==> src/rtl/freq_meter.sv <==
// freq_meter: counts rising edges of an asynchronous input over a gate
// window of GATE_CYCLES system clocks and reports the count. With
// GATE_CYCLES == CLK_FREQ the result is the input frequency in Hz.
module freq_meter #(
    parameter int unsigned CLK_FREQ    = 40_000,
    parameter int unsigned GATE_CYCLES = CLK_FREQ,
    parameter int unsigned CNT_WIDTH   = 16,
    parameter int unsigned GATE_WIDTH  = 16
) (
    input  logic                 clk,
    input  logic                 rst_n,
    input  logic                 sig_in,
    input  logic                 start,
    output logic                 busy,
    output logic [CNT_WIDTH-1:0] freq_out,
    output logic                 valid,
    output logic                 overflow
);

    localparam logic [1:0] IDLE = 2'd0;
    localparam logic [1:0] GATE = 2'd1;
    localparam logic [1:0] DONE = 2'd2;

    localparam logic [GATE_WIDTH-1:0] GATE_LAST = GATE_WIDTH'(GATE_CYCLES - 1);
    localparam logic [CNT_WIDTH-1:0]  CNT_MAX   = '1;

    logic [1:0]            state;
    logic                  s1, s2, s3;
    logic                  rise;
    logic [GATE_WIDTH-1:0] gate_cnt;
    logic [CNT_WIDTH-1:0]  edge_cnt;
    logic [CNT_WIDTH-1:0]  edge_nxt;
    logic                  sat;
    logic                  sat_nxt;
    logic                  gate_end;

    // Two-flop synchronizer plus history flop; runs in every state so a
    // level held before start never looks like a fresh edge.
    always_ff @(posedge clk or negedge rst_n) begin
        if (!rst_n) begin
            s1 <= 1'b0;
            s2 <= 1'b0;
            s3 <= 1'b0;
        end else begin
            s1 <= sig_in;
            s2 <= s1;
            s3 <= s2;
        end
    end

    assign rise     = s2 & ~s3;
    assign gate_end = (gate_cnt == GATE_LAST);

    // Next edge count with saturation; an edge arriving at full scale
    // raises the saturation flag instead of wrapping.
    always_comb begin
        edge_nxt = edge_cnt;
        sat_nxt  = sat;
        if (rise) begin
            if (edge_cnt == CNT_MAX) begin
                sat_nxt = 1'b1;
            end else begin
                edge_nxt = edge_cnt + CNT_WIDTH'(1);
            end
        end
    end

    // Measurement FSM. The result registers load on the last gate cycle
    // (using the next-count value, so an edge in that cycle is included);
    // this lines the new freq_out up with the DONE cycle where valid is high.
    always_ff @(posedge clk or negedge rst_n) begin
        if (!rst_n) begin
            state    <= IDLE;
            gate_cnt <= '0;
            edge_cnt <= '0;
            sat      <= 1'b0;
            freq_out <= '0;
            overflow <= 1'b0;
        end else begin
            case (state)
                IDLE: begin
                    if (start) begin
                        gate_cnt <= '0;
                        edge_cnt <= '0;
                        sat      <= 1'b0;
                        state    <= GATE;
                    end
                end
                GATE: begin
                    gate_cnt <= gate_cnt + GATE_WIDTH'(1);
                    edge_cnt <= edge_nxt;
                    sat      <= sat_nxt;
                    if (gate_end) begin
                        freq_out <= edge_nxt;
                        overflow <= sat_nxt;
                        state    <= DONE;
                    end
                end
                DONE: begin
                    state <= IDLE;
                end
                default: begin
                    state <= IDLE;
                end
            endcase
        end
    end

    assign busy  = (state != IDLE);
    assign valid = (state == DONE);

endmodule

==> config.mk <==
export PLATFORM = sky130hd
export DESIGN_NAME = freq_meter
export DESIGN_NICKNAME = d
export VERILOG_FILES = /design/src/rtl/freq_meter.sv
export SDC_FILE = /design/constraint.sdc
export NUM_CORES = 1
export LEC_CHECK = 0
export BUFFER_PORTS_ARGS = -buffer_cell sky130_fd_sc_hd__buf_4
export CAP_MARGIN = 10
export CORE_MARGIN = 2
export CORE_UTILIZATION = 59
export CTS_CLUSTER_DIAMETER = 200
export DETAILED_ROUTE_END_ITERATION = 10
export GPL_TIMING_DRIVEN = 0
export PLACE_DENSITY = 0.83
export SYNTH_ARGS = -nofsm -noshare
export SYNTH_HDL_FRONTEND = slang
export SYNTH_SLANG_ARGS = --single-unit
export TNS_END_PERCENT = 30
==> constraint.sdc <==
create_clock -name clk -period 2.41 [get_ports clk]
set_input_delay 0.482 -clock clk [delete_from_list [all_inputs] [get_ports clk]]
set_output_delay 0.482 -clock clk [all_outputs]
set_load 0.05 [all_outputs]
==> results.sh, run 1 <==
export IMPL_clk_pin_slew_ns=0.09
export IMPL_status="finished, final reports clean"
export IMPL_cts_tree="built"
export IMPL_portBuffers=22
export IMPL_syn_cell_area_sq_um=2888
export IMPL_antenna_found_initial=0
export IMPL_die_height_um=73.96
export IMPL_finalHoldViolCount=0
export IMPL_ys_warn_count=0
export IMPL_max_slew_margin=0.3888
export IMPL_period_minus_slack_ns=2.259
export IMPL_start_util=0.6114
export IMPL_wl_met2_um=3022
export IMPL_synth_distinct_cells=42
export IMPL_antennaDiodeCount=0
export IMPL_track_usage=0.2622
export IMPL_overflow=0
export IMPL_gp_congestion=0.9633
export IMPL_rows=25
export IMPL_wl_per_cell_um=16.32
export IMPL_grt_first_pass_wirelength_um=10870
export IMPL_drv_slew=0
export IMPL_synth_area_leader_cell="dfrtp_1"
export IMPL_tightest_slew_ns=0.9084
export IMPL_cts_setup_buffers=0
export IMPL_finalPower_mw=2.150
export IMPL_synth_top_area_frac=0.4766
export IMPL_worst_setup_path_end_kind="flip-flop"
export IMPL_power_density_nw_per_um2=668.7
export IMPL_cts_root_buf="clkbuf_8"
export IMPL_reg2reg_from="edge_cnt[0]$_DFFE_PN0P_"
export IMPL_antenna_left=0
export IMPL_avgSynthCellArea_sq_um=9.376
export IMPL_drive_above_1_share=0.1756
export IMPL_top_layer_used="met4"
export IMPL_regArea_sq_um=1376
export IMPL_cp_max_fo=6
export IMPL_vias=2490
export IMPL_drc=0
export IMPL_multi_input_area_sq_um=1415
export IMPL_finalSetupTns_ns=0
export IMPL_die_area_sq_um=5470
export IMPL_routed_wl_um=6575
export IMPL_synth_seq_cells=55
export IMPL_clock_skew_ns=0.005953
export IMPL_fin_crit_sh=0.9375
export IMPL_synth_nets=314
export IMPL_grt_setup_unrepaired="false"
export IMPL_fin_nets=343
export IMPL_wl_met3_um=361
export IMPL_min_path_type="input pin to async pin"
export IMPL_cts_hold_buf=0
export IMPL_setup_violations=0
export IMPL_p_leak_nw=1.330
export IMPL_wl_met1_um=3101
export IMPL_cts_buffer_depth=2
export IMPL_r2r_end="freq_out[12]$_DFFE_PN0P_"
export IMPL_grt_max_degree=56
export IMPL_die_w_um=73.96
export IMPL_dp_hpwl_um=4511
export IMPL_syn_to_final_growth_pct=11.35
export IMPL_post_dp_cell_area_sq_um=3137
export IMPL_ff2ff_setup_slack_ns=0.15
export IMPL_cts_made_buffers=5
export IMPL_r2r_cells=6
export IMPL_drv_cap=0
export IMPL_core_sq_um=4723
export IMPL_setup_worst_path_class="flip-flop to flip-flop"
export IMPL_grt_pass1_vias=2201
export IMPL_stdcell_area_sq_um=3216
export IMPL_fillers=377
export IMPL_via_per_inst=6.179
export IMPL_insertion_delay_ns=0.31
export IMPL_synth_seq_area_share=0.4766
export IMPL_htreeDepth=2
export IMPL_first_pass_iters=4
export IMPL_crit_required_ns=2.61
export IMPL_drt_initial_drc_count=302
export IMPL_startpoint_type="flip-flop"
export IMPL_arrival_ns=2.46
export IMPL_max_freq_mhz=442.6
export IMPL_clock_sinks=55
export IMPL_io_pins=23
export IMPL_synthTopCellsByArea="dfrtp_1 48%, o21ai_0 6.1%, a31oi_1 3.2%"
export IMPL_peakVddDrop_mv=0.5113
export IMPL_netlist_instances=308
## worst max-delay path: stages, from the launching register on
cell,delay [ns]
dfrtp_1,0.46
ha_1,0.28
nand3_1,0.24
or2_2,0.39
nor2_1,0.16
mux2_2,0.36
mux2_2,0.26
## layout by cell type (no fill, tap or decap), drive strengths merged, types with 10 or more instances in the layout
cell type and count:
nand2 24, a21oi 22, o21ai 36, dfrtp 55
nor2 32, nand3 18, clkbuf 17, a31oi 15
buf 28, nand4 10
## Yosys cell counts
cell	instances
nor4b_4	1
o22ai_1	2
buf_2	3
o31ai_1	8
nand4b_1	2
clkbuf_1	10
nor2_2	7
inv_1	3
nor2b_1	4
nand4_1	10
nand2b_1	3
or4_1	1
xnor2_1	7
a22o_1	5
or2_2	3
nor3_4	1
ha_1	2
nor4_1	5
or3_1	4
a21oi_2	7
and3_1	5
o22a_1	1
a31oi_1	15
nor3_1	4
nor2_1	25
nand2_1	24
dfrtp_1	55
buf_6	3
a21o_1	2
o21a_1	1
xor2_1	5
o21ai_1	1
mux2_2	4
nand3_2	1
o21ai_0	35
mux2i_1	1
clkbuf_2	1
a21oi_1	15
nor4b_1	2
o211a_1	1
nand3_1	17
o311ai_1	2
## cell type report
cell class	instances	share of cell area
plain buffers	17	0.02840
clock buffers	6	0.02257
inverters	3	0.003502
multi-input cells	233	0.4401
flip-flops and latches	55	0.4280
well taps	67	0.02607
repair buffers	22	0.05136
## stage by stage
| stage | hold slack (ns) | utilization | worst slack, ns | std cells |
|---|---|---|---|---|
| 2_1_floorplan | 0.1864 | - | 0.4148 | 308 |
| 3_3_place_gp | 0.3357 | 0.6641 | 0.1587 | 397 |
| 3_5_place_dp | 0.3451 | 0.6641 | 0.1359 | 397 |
| 4_1_cts | 0.2364 | 0.6795 | 0.1019 | 403 |
| 5_1_grt | 0.2692 | 0.6808 | 0.01112 | 403 |
| 6_report | 0.1890 | 0.6808 | 0.1506 | 403 |
## where the power goes
part           internal (mW)  leakage [nW]  switching, mW
sequential              1.06         0.703          0.182
combinational          0.175         0.590          0.250
clock                  0.195        0.0371          0.286
## repair_timing
item                                   4_1_cts  5_1_grt
resized for setup                            0        1
setup endpoints to repair                    0       10
endpoints found under the hold margin        0        0
## logic make-up (layout without fill, tap and decap cells)
family	after synthesis	after routing	synth area share
AND/OR/NAND/NOR	119	119	0.2210
AO/OA/AOI/OAI	95	95	0.2028
flip-flops	55	55	0.4766
buffers and inverters	20	48	0.03553
XOR/XNOR	12	12	0.03639
multiplexers	5	5	0.01906
adder cells (fa/ha/maj)	2	2	0.008664
## sequential cells by signal (all words and copies together), names as in the netlist
| name | cells |
|---|---|
| s1 | 1 |
| sat | 1 |
| gate_cnt | 16 |
| edge_cnt | 16 |
| state | 2 |
| s3 | 1 |
| overflow | 1 |
| freq_out | 16 |
| s2 | 1 |
## worst max path at each step
stage / startpoint / end / slack (ns) / cells past startpoint
finish: edge_cnt[0]$_DFFE_PN0P_ / freq_out[12]$_DFFE_PN0P_ / 0.15 / 6
global route: edge_cnt[12]$_DFFE_PN0P_ / edge_cnt[15]$_DFFE_PN0P_ / 0.01 / 5
CTS: edge_cnt[0]$_DFFE_PN0P_ / edge_cnt[0]$_DFFE_PN0P_ / 0.10 / 6
detailed placement: gate_cnt[0]$_DFFE_PN0P_ / freq_out[15]$_DFFE_PN0P_ / 0.14 / 7
global placement: gate_cnt[0]$_DFFE_PN0P_ / freq_out[15]$_DFFE_PN0P_ / 0.16 / 7
floorplan: gate_cnt[0]$_DFFE_PN0P_ / freq_out[10]$_DFFE_PN0P_ / 0.41 / 8
## per-layer routing
metal / vias up / global-route usage
met2: 83 / 0.3998
met3: 13 / 0.04743
met1: 1203 / 0.3877
met4: 0 / 0.07475
met5: - / 0
li1: 1191 / -
(Power assumes the default switching activity.)
==> inputs of run 2 (changes only) <==
- clock period: 2.41 -> 2.3 ns (I/O delays scaled with it)
==> run 2 against run 1 <==
  * Register-to-register slack lost 0.04 ns
  * First-iteration DRC count grew 3.6%
  * Sequential power grew 5%
  * Power grew 5.4%
  * Largest cell class unchanged
  * Combinational power grew 6.6%
  * Worst hold slack lost 0.025 ns
  * Highest routed layer unchanged
  * Via count grew 0.44%
  * Count of clock-buffer cells in the layout is the same
==> results.sh, run 2 (synthesis gave the netlist of run 1 again) <==
export IMPL_status="finished, final reports clean"
export IMPL_reg2reg_from="gate_cnt[0]$_DFFE_PN0P_"
export IMPL_drc=0
export IMPL_via_per_inst=6.175
export IMPL_max_freq_mhz=456.8
export IMPL_cts_root_buf="clkbuf_8"
export IMPL_portBuffers=22
export IMPL_r2r_cells=6
export IMPL_die_area_sq_um=5470
export IMPL_finalPower_mw=2.266
export IMPL_cts_made_buffers=5
export IMPL_clock_skew_ns=0.01124
export IMPL_dp_cells=397
export IMPL_overflow=0
export IMPL_start_util=0.6114
export IMPL_io_pins=23
export IMPL_final_common_cell="dfrtp_1"
export IMPL_dp_hpwl_um=4511
export IMPL_period_minus_slack_ns=2.189
export IMPL_grt_first_pass_wirelength_um=10920
export IMPL_fin_crit_sh=0.9519
export IMPL_arrival_ns=2.38
export IMPL_vias=2501
export IMPL_insertion_delay_ns=0.31
export IMPL_tightest_slew_ns=0.8131
export IMPL_p_leak_nw=1.340
export IMPL_die_w_um=73.96
export IMPL_peakVddDrop_mv=0.5374
export IMPL_setup_worst_path_class="flip-flop to flip-flop"
export IMPL_setup_violations=0
export IMPL_syn_to_final_growth_pct=12.74
export IMPL_min_path_type="input pin to async pin"
export IMPL_layout_common_cells="54 x dfrtp_1, 35 x o21ai_0, 25 x nor2_1, 24 x nand2_1, 24 x buf_4"
export IMPL_drt_initial_drc_count=313
export IMPL_grt_setup_unrepaired="true"
export IMPL_r2r_end="freq_out[2]$_DFFE_PN0P_"
export IMPL_ff2ff_setup_slack_ns=0.11
export IMPL_gp_congestion=0.9633
export IMPL_drv_slew=0
export IMPL_max_slew_margin=0.4559
export IMPL_cp_max_fo=8
export IMPL_track_usage=0.2630
export IMPL_routed_wl_um=6633
export IMPL_cts_hold_buf=0
export IMPL_fin_ws_ns=0.1107
export IMPL_fillers=371
export IMPL_reg_top3="edge_cnt x16, freq_out x16, gate_cnt x16"
export IMPL_crit_required_ns=2.50
export IMPL_antenna_left=0
export IMPL_clock_sinks=55
export IMPL_antenna_found_initial=0
export IMPL_grt_pass1_vias=2220
export IMPL_dpl_worst_slack_ns=0.02592
export IMPL_critPathCapture="freq_out[2]$_DFFE_PN0P_"
export IMPL_core_sq_um=4723
export IMPL_startpoint="gate_cnt[0]$_DFFE_PN0P_"
export IMPL_cts_tree="built"
export IMPL_fin_nets=345
export IMPL_first_pass_iters=5
export IMPL_rows=25
export IMPL_worst_setup_path_end_kind="flip-flop"
export IMPL_antennaDiodeCount=0
export IMPL_power_density_nw_per_um2=696.1
export IMPL_die_height_um=73.96
export IMPL_grt_max_degree=56
export IMPL_startpoint_type="flip-flop"
export IMPL_finalHoldViolCount=0
export IMPL_finalNonFillerCells=405
export IMPL_clk_pin_slew_ns=0.09
export IMPL_cts_buffer_depth=2
export IMPL_wl_per_cell_um=16.38
export IMPL_htreeDepth=2
export IMPL_finalSetupTns_ns=0
export IMPL_drive_above_1_share=0.1953
export IMPL_finish_utilization=0.6893
export IMPL_drv_cap=0
run 2: cell count changes in the layout (fill, tap and decap cells not counted):
cell / before / now
nor4_1: 4 / 1
nor4_2: 1 / 4
buf_4: 22 / 24
dfrtp_1: 55 / 54
dfrtp_2: 0 / 1
nand3_1: 17 / 16
nand3_2: 1 / 2
run 2: stage by stage:
step	instance area (sq um)	hold WS [ns]
floorplan	2888	0.1644
global placement	3137	0.3357
detailed placement	3137	0.3451
CTS	3216	0.2144
global route	3256	0.2472
finish	3256	0.1645
run 2: power by group:
part           switching [mW]  total [mW]  internal (mW)  leakage, nW
Clock                   0.300       0.504          0.204       0.0371
Combinational           0.268       0.452          0.184        0.601
Sequential              0.195        1.31           1.11        0.702
run 2: what timing repair did:
| item | CTS | global route |
|---|---|---|
| pin swaps | 0 | 1 |
| setup buffers | 0 | 2 |
| endpoints found under the setup margin | 2 | 24 |
| hold endpoints to repair | 0 | 0 |
| resized for setup | 1 | 5 |
run 2: worst max-delay path, stage by stage (launching register included):
cell	delay (ns)
dfrtp_1	0.40
ha_1	0.24
nand3_2	0.15
or3_1	0.39
buf_6	0.15
nor3_4	0.37
mux2_2	0.38
run 2: how the worst min path moves through the flow:
stage,start,end,slack [ns],cells past startpoint
after floorplan,rst_n,edge_cnt[0]$_DFFE_PN0P_,0.16,0
after global placement,s1$_DFF_PN0_,s2$_DFF_PN0_,0.34,0
after detailed placement,s1$_DFF_PN0_,s2$_DFF_PN0_,0.35,0
after CTS,rst_n,edge_cnt[9]$_DFFE_PN0P_,0.21,1
after global routing,sig_in,s1$_DFF_PN0_,0.25,1
final,rst_n,gate_cnt[10]$_DFFE_PN0P_,0.16,1
run 2: layer usage:
metal | routed length (um) | GRT usage | vias up
li1 | - | - | 1193
met1 | 3062 | 0.3850 | 1188
met2 | 3013 | 0.4048 | 110
met3 | 473 | 0.04878 | 10
met4 | 84 | 0.07475 | 0
met5 | 0 | 0 | -
run 2: area by class of cell:
class,instances,area [sq um],share of cell area
multi-input cells,233,1439,0.4420
clock buffers,6,72.57,0.02229
plain buffers,17,91.34,0.02806
flip-flops and latches,55,1378,0.4231
repair buffers,24,180.2,0.05534
inverters,3,11.26,0.003459
well taps,67,83.83,0.02575
